--- src/rtl/dmem_arb_pkg.sv ---
// Shared types for the d_memory arbiter: FSM states, read-owner tag, wait counter width.
// Latency: n/a (types only).
// Backpressure: n/a.
package dmem_arb_pkg;

  typedef enum logic {CORE_PRI, DMA_PRI} arb_state_t;
  typedef enum logic {OWN_CORE, OWN_DMA} owner_t;

  localparam int WAIT_W = 4;

endpackage

--- src/rtl/dmem_arb_starve_ctr.sv ---
// DMA starvation guard: counts consecutive denied DMA cycles and raises flip to hand DMA priority.
// Latency: flip is combinational in the cycle of the MAX_WAIT-th consecutive denial.
// Backpressure: none; observes grants only.
module dmem_arb_starve_ctr
  import dmem_arb_pkg::*;
#(
  parameter int MAX_WAIT = 4
) (
  input  logic       clk,
  input  logic       reset,
  input  arb_state_t state,
  input  logic       dma_req,
  input  logic       dma_gnt,
  output logic       flip
);

  localparam logic [WAIT_W-1:0] WAIT_MAX  = WAIT_W'(MAX_WAIT);
  localparam logic [WAIT_W-1:0] WAIT_LAST = WAIT_W'(MAX_WAIT - 1);

  logic [WAIT_W-1:0] wait_cnt;
  logic [WAIT_W-1:0] wait_nxt;
  logic              denied;

  assign denied = dma_req & ~dma_gnt;
  assign flip   = (state == CORE_PRI) & denied & (wait_cnt == WAIT_LAST);

  // Entering DMA_PRI restarts the count so the next episode waits the full budget.
  always_comb begin
    wait_nxt = wait_cnt;
    if (!dma_req || dma_gnt || flip) begin
      wait_nxt = '0;
    end else if (state == CORE_PRI && denied && wait_cnt != WAIT_MAX) begin
      wait_nxt = wait_cnt + 1'b1;
    end
  end

  always_ff @(posedge clk or posedge reset) begin
    if (reset) begin
      wait_cnt <= '0;
    end else begin
      wait_cnt <= wait_nxt;
    end
  end

endmodule

--- src/rtl/dmem_arbiter.sv ---
// Core/DMA arbiter in front of d_memory with starvation guard and tagged read return; perf counters under DMEM_ARB_PERF_EN.
// Latency: grant and mem_* combinational; read data returned one cycle after the granted read.
// Backpressure: loser is held off by gnt=0 (core_stall for the core); requests stay asserted until granted.
module dmem_arbiter
  import dmem_arb_pkg::*;
#(
  parameter int ADDR_WIDTH = 32,
  parameter int DATA_WIDTH = 32,
  parameter int MAX_WAIT   = 4
) (
  input  logic                  clk,
  input  logic                  reset,
  input  logic                  core_req,
  input  logic                  core_we,
  input  logic [ADDR_WIDTH-1:0] core_addr,
  input  logic [DATA_WIDTH-1:0] core_wdata,
  output logic                  core_gnt,
  output logic                  core_stall,
  output logic                  core_rvalid,
  output logic [DATA_WIDTH-1:0] core_rdata,
  input  logic                  dma_req,
  input  logic                  dma_we,
  input  logic [ADDR_WIDTH-1:0] dma_addr,
  input  logic [DATA_WIDTH-1:0] dma_wdata,
  output logic                  dma_gnt,
  output logic                  dma_rvalid,
  output logic [DATA_WIDTH-1:0] dma_rdata,
  output logic                  mem_read,
  output logic                  mem_write,
  output logic [ADDR_WIDTH-1:0] mem_addr,
  output logic [DATA_WIDTH-1:0] mem_wdata,
  input  logic [DATA_WIDTH-1:0] mem_rdata,
  output logic [31:0]           perf_core_cnt,
  output logic [31:0]           perf_dma_cnt,
  output logic [31:0]           perf_conflict_cnt
);

  arb_state_t            state;
  arb_state_t            state_nxt;
  owner_t                rd_owner;
  logic                  rd_pending;
  logic                  flip;
  logic [ADDR_WIDTH-1:0] addr_q;
  logic [DATA_WIDTH-1:0] wdata_q;

  always_comb begin
    core_gnt = 1'b0;
    dma_gnt  = 1'b0;
    if (!reset) begin
      if (state == CORE_PRI) begin
        core_gnt = core_req;
        dma_gnt  = dma_req & ~core_req;
      end else begin
        dma_gnt  = dma_req;
        core_gnt = core_req & ~dma_req;
      end
    end
  end

  assign core_stall = core_req & ~core_gnt;

  // Idle cycles replay the last address/data so the memory bus does not toggle.
  always_comb begin
    mem_read  = 1'b0;
    mem_write = 1'b0;
    mem_addr  = addr_q;
    mem_wdata = wdata_q;
    if (core_gnt) begin
      mem_read  = ~core_we;
      mem_write = core_we;
      mem_addr  = core_addr;
      mem_wdata = core_wdata;
    end else if (dma_gnt) begin
      mem_read  = ~dma_we;
      mem_write = dma_we;
      mem_addr  = dma_addr;
      mem_wdata = dma_wdata;
    end
  end

  always_comb begin
    state_nxt = state;
    case (state)
      CORE_PRI: if (flip) state_nxt = DMA_PRI;
      DMA_PRI:  if (dma_gnt || !dma_req) state_nxt = CORE_PRI;
      default:  state_nxt = CORE_PRI;
    endcase
  end

  always_ff @(posedge clk or posedge reset) begin
    if (reset) begin
      state      <= CORE_PRI;
      rd_pending <= 1'b0;
      rd_owner   <= OWN_CORE;
      addr_q     <= '0;
      wdata_q    <= '0;
    end else begin
      state      <= state_nxt;
      rd_pending <= mem_read;
      rd_owner   <= dma_gnt ? OWN_DMA : OWN_CORE;
      addr_q     <= mem_addr;
      wdata_q    <= mem_wdata;
    end
  end

  assign core_rvalid = rd_pending & (rd_owner == OWN_CORE);
  assign dma_rvalid  = rd_pending & (rd_owner == OWN_DMA);
  assign core_rdata  = core_rvalid ? mem_rdata : '0;
  assign dma_rdata   = dma_rvalid  ? mem_rdata : '0;

  dmem_arb_starve_ctr #(
    .MAX_WAIT(MAX_WAIT)
  ) u_starve_ctr (
    .clk    (clk),
    .reset  (reset),
    .state  (state),
    .dma_req(dma_req),
    .dma_gnt(dma_gnt),
    .flip   (flip)
  );

`ifdef DMEM_ARB_PERF_EN
  always_ff @(posedge clk or posedge reset) begin
    if (reset) begin
      perf_core_cnt     <= '0;
      perf_dma_cnt      <= '0;
      perf_conflict_cnt <= '0;
    end else begin
      if (core_gnt)           perf_core_cnt     <= perf_core_cnt + 32'd1;
      if (dma_gnt)            perf_dma_cnt      <= perf_dma_cnt + 32'd1;
      if (core_req & dma_req) perf_conflict_cnt <= perf_conflict_cnt + 32'd1;
    end
  end
`else
  assign perf_core_cnt     = '0;
  assign perf_dma_cnt      = '0;
  assign perf_conflict_cnt = '0;
`endif

endmodule

--- config.mk ---
export PLATFORM = sky130hd
export DESIGN_NAME = dmem_arbiter
export DESIGN_NICKNAME = d
export VERILOG_FILES = /design/src/rtl/dmem_arb_pkg.sv /design/src/rtl/dmem_arb_starve_ctr.sv /design/src/rtl/dmem_arbiter.sv
export SDC_FILE = /design/constraint.sdc
export NUM_CORES = 1
export LEC_CHECK = 0
export BUFFER_PORTS_ARGS = -buffer_cell sky130_fd_sc_hd__buf_2
export CAP_MARGIN = 20
export CORE_AREA = 3 3 155 157
export DETAILED_ROUTE_END_ITERATION = 16
export DIE_AREA = 0 0 158 160
export HOLD_SLACK_MARGIN = 0.02
export SLEW_MARGIN = 20
export SYNTH_ARGS = -nofsm -noshare
export SYNTH_HDL_FRONTEND = slang
export SYNTH_SLANG_ARGS = --single-unit
--- constraint.sdc ---
create_clock -name clk -period 6.05 [get_ports clk]
set_input_delay 1.21 -clock clk [delete_from_list [all_inputs] [get_ports clk]]
set_output_delay 1.21 -clock clk [all_outputs]
set_load 0.005 [all_outputs]
==> Word-level counts from Yosys, hierarchy flattened <==
Index checks and enable logic that the tools add are counted.
W data, S select, Z words.
{ "totals": {"in_bits": 166, "register_bits": 71, "output_inout_bits": 231, "wordCells": 51} }
{ "classes": {"n_reduce_logical": 6, "n_mux": 20, "eq_ne": 2, "addsub": 1, "n_bitwise": 16} }
{ "op_table": {"columns": ["operator", "count"], "rows": [
  ["$mux W32", 6],
  ["$mux W1", 11],
  ["$and A1 B1 Y1", 8],
  ["$mux W4", 2],
  ["$not A1 Y1", 8],
  ["$add A4 B1 Y4 const B", 1],
  ["$eq A4 B2 Y1 const B", 1],
  ["$ne A4 B3 Y1 const B", 1],
  ["$logic_and A1 B1 Y1", 2],
  ["$logic_or A1 B1 Y1", 2],
  ["$pmux W1 S2", 1],
  ["$reduce_bool A2 Y1", 1],
  ["$logic_not A1 Y1", 1]
]} }

==> Logic depth before layout (Yosys ltp) <==
{ "logic_depth": {"ltp_word": 10, "ltp_mapped": 6, "depth_no_buf": 5} }

==> By module <==
Synthesis repeated with hierarchy kept, for this count alone.
{ "unflattened": {"hier_cells": 433, "hier_area_um2": 4529.3} }
{ "by_module_without_submodules": {"columns": ["module", "area_per_inst_um2", "instances", "cells_per_inst", "seq_area_each_um2"], "rows": [
  ["dmem_arbiter", 4244.1, 1, 401, 1676.6],
  ["dmem_arb_starve_ctr", 285.3, 1, 32, 100.1]
]} }

==> Worst setup path after synthesis <==
OpenSTA, ideal clock, no wires.
{ "synth_path": {"kind": "input to output", "start": "input port core_req", "end": "output port mem_addr[0]", "required_time_ps": 4840, "cell_stages": 5, "path_slack_ps": 2800, "t_arrival_ps": 2040, "n_path_buf": 2, "path_cell_list": "nor2b_1 buf_4 clkbuf_1 a32oi_1 a2bb2oi_1"} }
{ "synth_via": {"elab_chain_cells": 6, "elab_cells_between_ends": 9, "cone_classes": "6 x mux; 3 x bitwise"} }
{ "synth_rtl": {"columns": ["element", "line", "rtl"], "rows": [
  ["start: declaration", "dmem_arbiter.sv:13", "input logic core_req,"],
  ["$not A1 Y1", "dmem_arbiter.sv:52", "dma_gnt = dma_req & ~core_req;"],
  ["$and A1 B1 Y1", "dmem_arbiter.sv:52", null],
  ["$mux W1", "dmem_arbiter.sv:50", "if (state == CORE_PRI) begin"],
  ["$mux W1", "dmem_arbiter.sv:49", "if (!reset) begin"],
  ["$mux W32", "dmem_arbiter.sv:73", "end else if (dma_gnt) begin"],
  ["$mux W32 (*)", "dmem_arbiter.sv:68", "if (core_gnt) begin"],
  ["end: declaration", "dmem_arbiter.sv:30", "output logic [ADDR_WIDTH-1:0] mem_addr,"]
]} }
Mark *: on every way between the ends. The rest lies on a longest branch, timed or not.

==> Worst setup path after layout <==
{ "layout_path": {"start": "input port dma_req", "end": "output port mem_addr[18]"} }
{ "layout_via": {"elab_chain_cells": 5, "elab_cells_between_ends": 9, "cone_classes": "6 x mux; 3 x bitwise"} }
{ "layout_rtl": {"columns": ["element", "line", "rtl"], "rows": [
  ["start: declaration", "dmem_arbiter.sv:21", "input logic dma_req,"],
  ["$and A1 B1 Y1 or $not A1 Y1 (tied branches)", "dmem_arbiter.sv:52, dmem_arbiter.sv:55", null],
  ["$mux W1 or $and A1 B1 Y1 (tied branches)", "dmem_arbiter.sv:50, dmem_arbiter.sv:55", null],
  ["$mux W1 (on tied branches)", "dmem_arbiter.sv:49, dmem_arbiter.sv:50", null],
  ["$mux W32 or $mux W1 (tied branches)", "dmem_arbiter.sv:73, dmem_arbiter.sv:49", null],
  ["$mux W32 (*)", "dmem_arbiter.sv:68", null]
]} }
Marked as above.

==> reports/qor.txt <==
Max Fanout on Critical Path: 48
Sw frac: 31.2%
Power share of the sequential group: 37.2%
Syn-to-layout area delta: 33.0%
CORE AREA: 22600 sq um
Layout cells sized above 1: 42.6%
Initial Utilization: 21.5%
Crit path largest cell delay: 0.56 ns
Overall Global Routing Usage: 13.7%
Post-layout min period: 4.23 ns
Mapped Cells: 522
Global route overflow: 0
Antenna cells: 0
Req. time, crit path: 4.84 ns
Fin. Hold Viols: 0
VDD IR max: 0.000149 V
Power Total: 1.51 mW
Initial antenna violation count: 0
Asr flop ratio synth: 100%
Die area: 25300 sq um
P_leak: 3.39 nW
Post-synth EDFFs: 0
Final WS setup: 1.82 ns
Worst Skew: 0.00743 ns
Critical path cell sequence: buf_2 -> nor2b_4 -> buf_4 -> a32oi_1 -> a2bb2oi_1 -> buf_2
Post-CTS Repair Setup Buffers: 0
Max Cap Viol: 0
Final setup TNS: 0 ns
CTS tree: yes
Final nets: 950
Clock transition at path regs: 0.07 ns
Sequential area share after synthesis: 36.4%
Core Rows: 55
Unrepaired setup endpoints after global routing: false
Final HPWL DP: 13700 um
Total number of vias: 5026
Clk buf depth: 2
Count of pins over their slew limit: 0
Number of global-route vias before repair: 4721
Sw Pwr: 0.471 mW
CP delay by family, top: buffers and inverters
Largest net degree at the start of global routing: 65
Syn avg cell area: 9.34 sq um
Setup crit end kind: primary output
Clk sinks: 71
Synth Register Bits: 71
Startpoint type of the worst setup path: primary input
Worst path bufs/invs: 3
Final cell count without fillers: 1072
Clk pwr share: 37.2%
H-tree depth: 3
First drt pass iteration count: 5
Vias per inst: 4.69
Final setup viols: 0
CTS Hold Bufs: 0
Slowest cell on the critical path: buf_4
Die width: 158 um
Die Y: 160 um
CTS Buf Count: 9
Min Hold Slack: 0.535 ns
Status: finished clean
Power density cells: 232 nW/um^2
Period utilisation layout: 69.8%
Per-cell routed wire length: 17.6 um
IO Pins: 397
RePlAce Congestion: 0.794
Internal power: 1.04 mW
Clock Tree Root: clkbuf_16
Crit Path Class: primary input to primary output
Setup Slack @ Placement: 1.81 ns
Most frequent CP cell: buf_2
Worst min path class: flop to flop
Clock Latency Late Sink: 0.33 ns
CP arrival: 3.02 ns
Final wirelength: 18900 um
Detail Route Antenna Nets: 0
Drt first-iter violations: 201
Mapped Area: 4880 sq um
Comb pwr share: 25.7%
# resized after CTS: 0
Max transition margin: 50.4%
Syn. warnings: 0
First-pass GRT wire length: 26900 um
Commonest register cell after synthesis: dfrtp_1
Synth cell types: 30
Slew @ Worst Pin: 0.744 ns
Placed cell count: 1056
FMAX: 0.237 GHz
IO buf count: 300
Drt drc: 0
metal layers:
metal / track usage [%] / part of all wire [%] / vias up
li1: - / - / 2302
met1: 16.4 / 37 / 2387
met2: 24.0 / 50 / 320
met3: 3.52 / 10 / 17
met4: 4.18 / 1.9 / 0
met5: 0 / 0 / -
Yosys cell counts (2+ instances only):
library cell / count / area, sq um
buf_4: 103 / 773
dfrtp_1: 71 / 1780
o21ai_0: 67 / 335
a2bb2oi_1: 64 / 561
a32oi_1: 64 / 561
and2_1: 34 / 213
and3_1: 32 / 200
buf_2: 25 / 125
clkbuf_1: 25 / 93.8
a21oi_1: 4 / 20.0
inv_1: 4 / 15.0
nand2_1: 3 / 11.3
nand2b_1: 3 / 18.8
nor2_1: 3 / 11.3
nor2b_1: 3 / 18.8
clkbuf_2: 2 / 10.0
ha_1: 2 / 25.0
state kept, by name, indices dropped and copies added (netlist names):
signal,count
addr_q,32
wdata_q,32
u_starve_ctr.wait_cnt,4
rd_owner,1
rd_pending,1
state,1
path summary, 6_finish.rpt:
check | start | to | slack (ns) | cells after the start
worst min register to register | addr_q[22] | addr_q[22] | 0.54 | 2
worst max register to register | state | u_starve_ctr.wait_cnt[0] | 3.88 | 4
worst min-delay path | addr_q[22] | addr_q[22] | 0.54 | 2
max in group asynchronous | reset | addr_q[13] | 4.04 | 3
min in group asynchronous | reset | wdata_q[19] | 0.97 | 2
worst max-delay path | dma_req | mem_addr[18] | 1.82 | 6
cells by family (layout without fill, tap and decap cells):
group,Yosys count,after routing,share of synthesized area [%]
compound gates,202,202,30.7
buf+inv,159,329,20.9
simple gates,87,87,11.4
flops,71,71,36.4
fa+ha+maj,2,2,0.513
other cells,1,96,0.0769
area by class of cell:
cell class,count,area (sq um)
Timing Repair Buffer,309,1570
Inverter,4,16.3
Sequential cell,71,1780
Tap cell,285,357
Multi-Input combinational cell,387,2460
Clock inverter,7,77.6
Clock buffer,9,225
Fill cell,2424,16200
metrics by stage:
stage / utilization, % / cell area [sq um]
final: 28.6 / 6480
after global routing: 28.6 / 6480
after CTS: 28.6 / 6480
after detailed placement: 27.3 / 6180
after global placement: 27.3 / 6180
after floorplan: - / 5230
worst min-delay path, cell delays in order, from the launching register on:
cell	delay, ns
dfrtp_1	0.36
o21ai_0	0.07
a2bb2oi_1	0.07
cell usage in the layout (no fill, tap or decap), types with 2 or more instances in the layout:
| cell type | instances |
|---|---|
| and2_1 | 34 |
| clkinv_2 | 2 |
| conb_1 | 96 |
| buf_2 | 300 |
| ha_1 | 2 |
| a21oi_1 | 4 |
| nand2b_2 | 2 |
| inv_6 | 3 |
| nor2_1 | 3 |
| clkbuf_16 | 9 |
| o21ai_0 | 67 |
| dfrtp_1 | 71 |
| a2bb2oi_1 | 64 |
| and3_1 | 32 |
| a32oi_1 | 64 |
| inv_1 | 3 |
| buf_4 | 9 |
| nor2b_4 | 3 |
| nand2_2 | 2 |
power by group through the flow:
stage / clock network [mW] / logic (mW) / registers (mW)
2_1_floorplan: 0 / 0.253 / 0.561
3_3_place_gp: 0 / 0.387 / 0.568
3_5_place_dp: 0 / 0.388 / 0.570
4_1_cts: 0.585 / 0.389 / 0.561
5_1_grt: 0.599 / 0.431 / 0.568
6_report: 0.560 / 0.387 / 0.560
(Power assumes the default switching activity.)
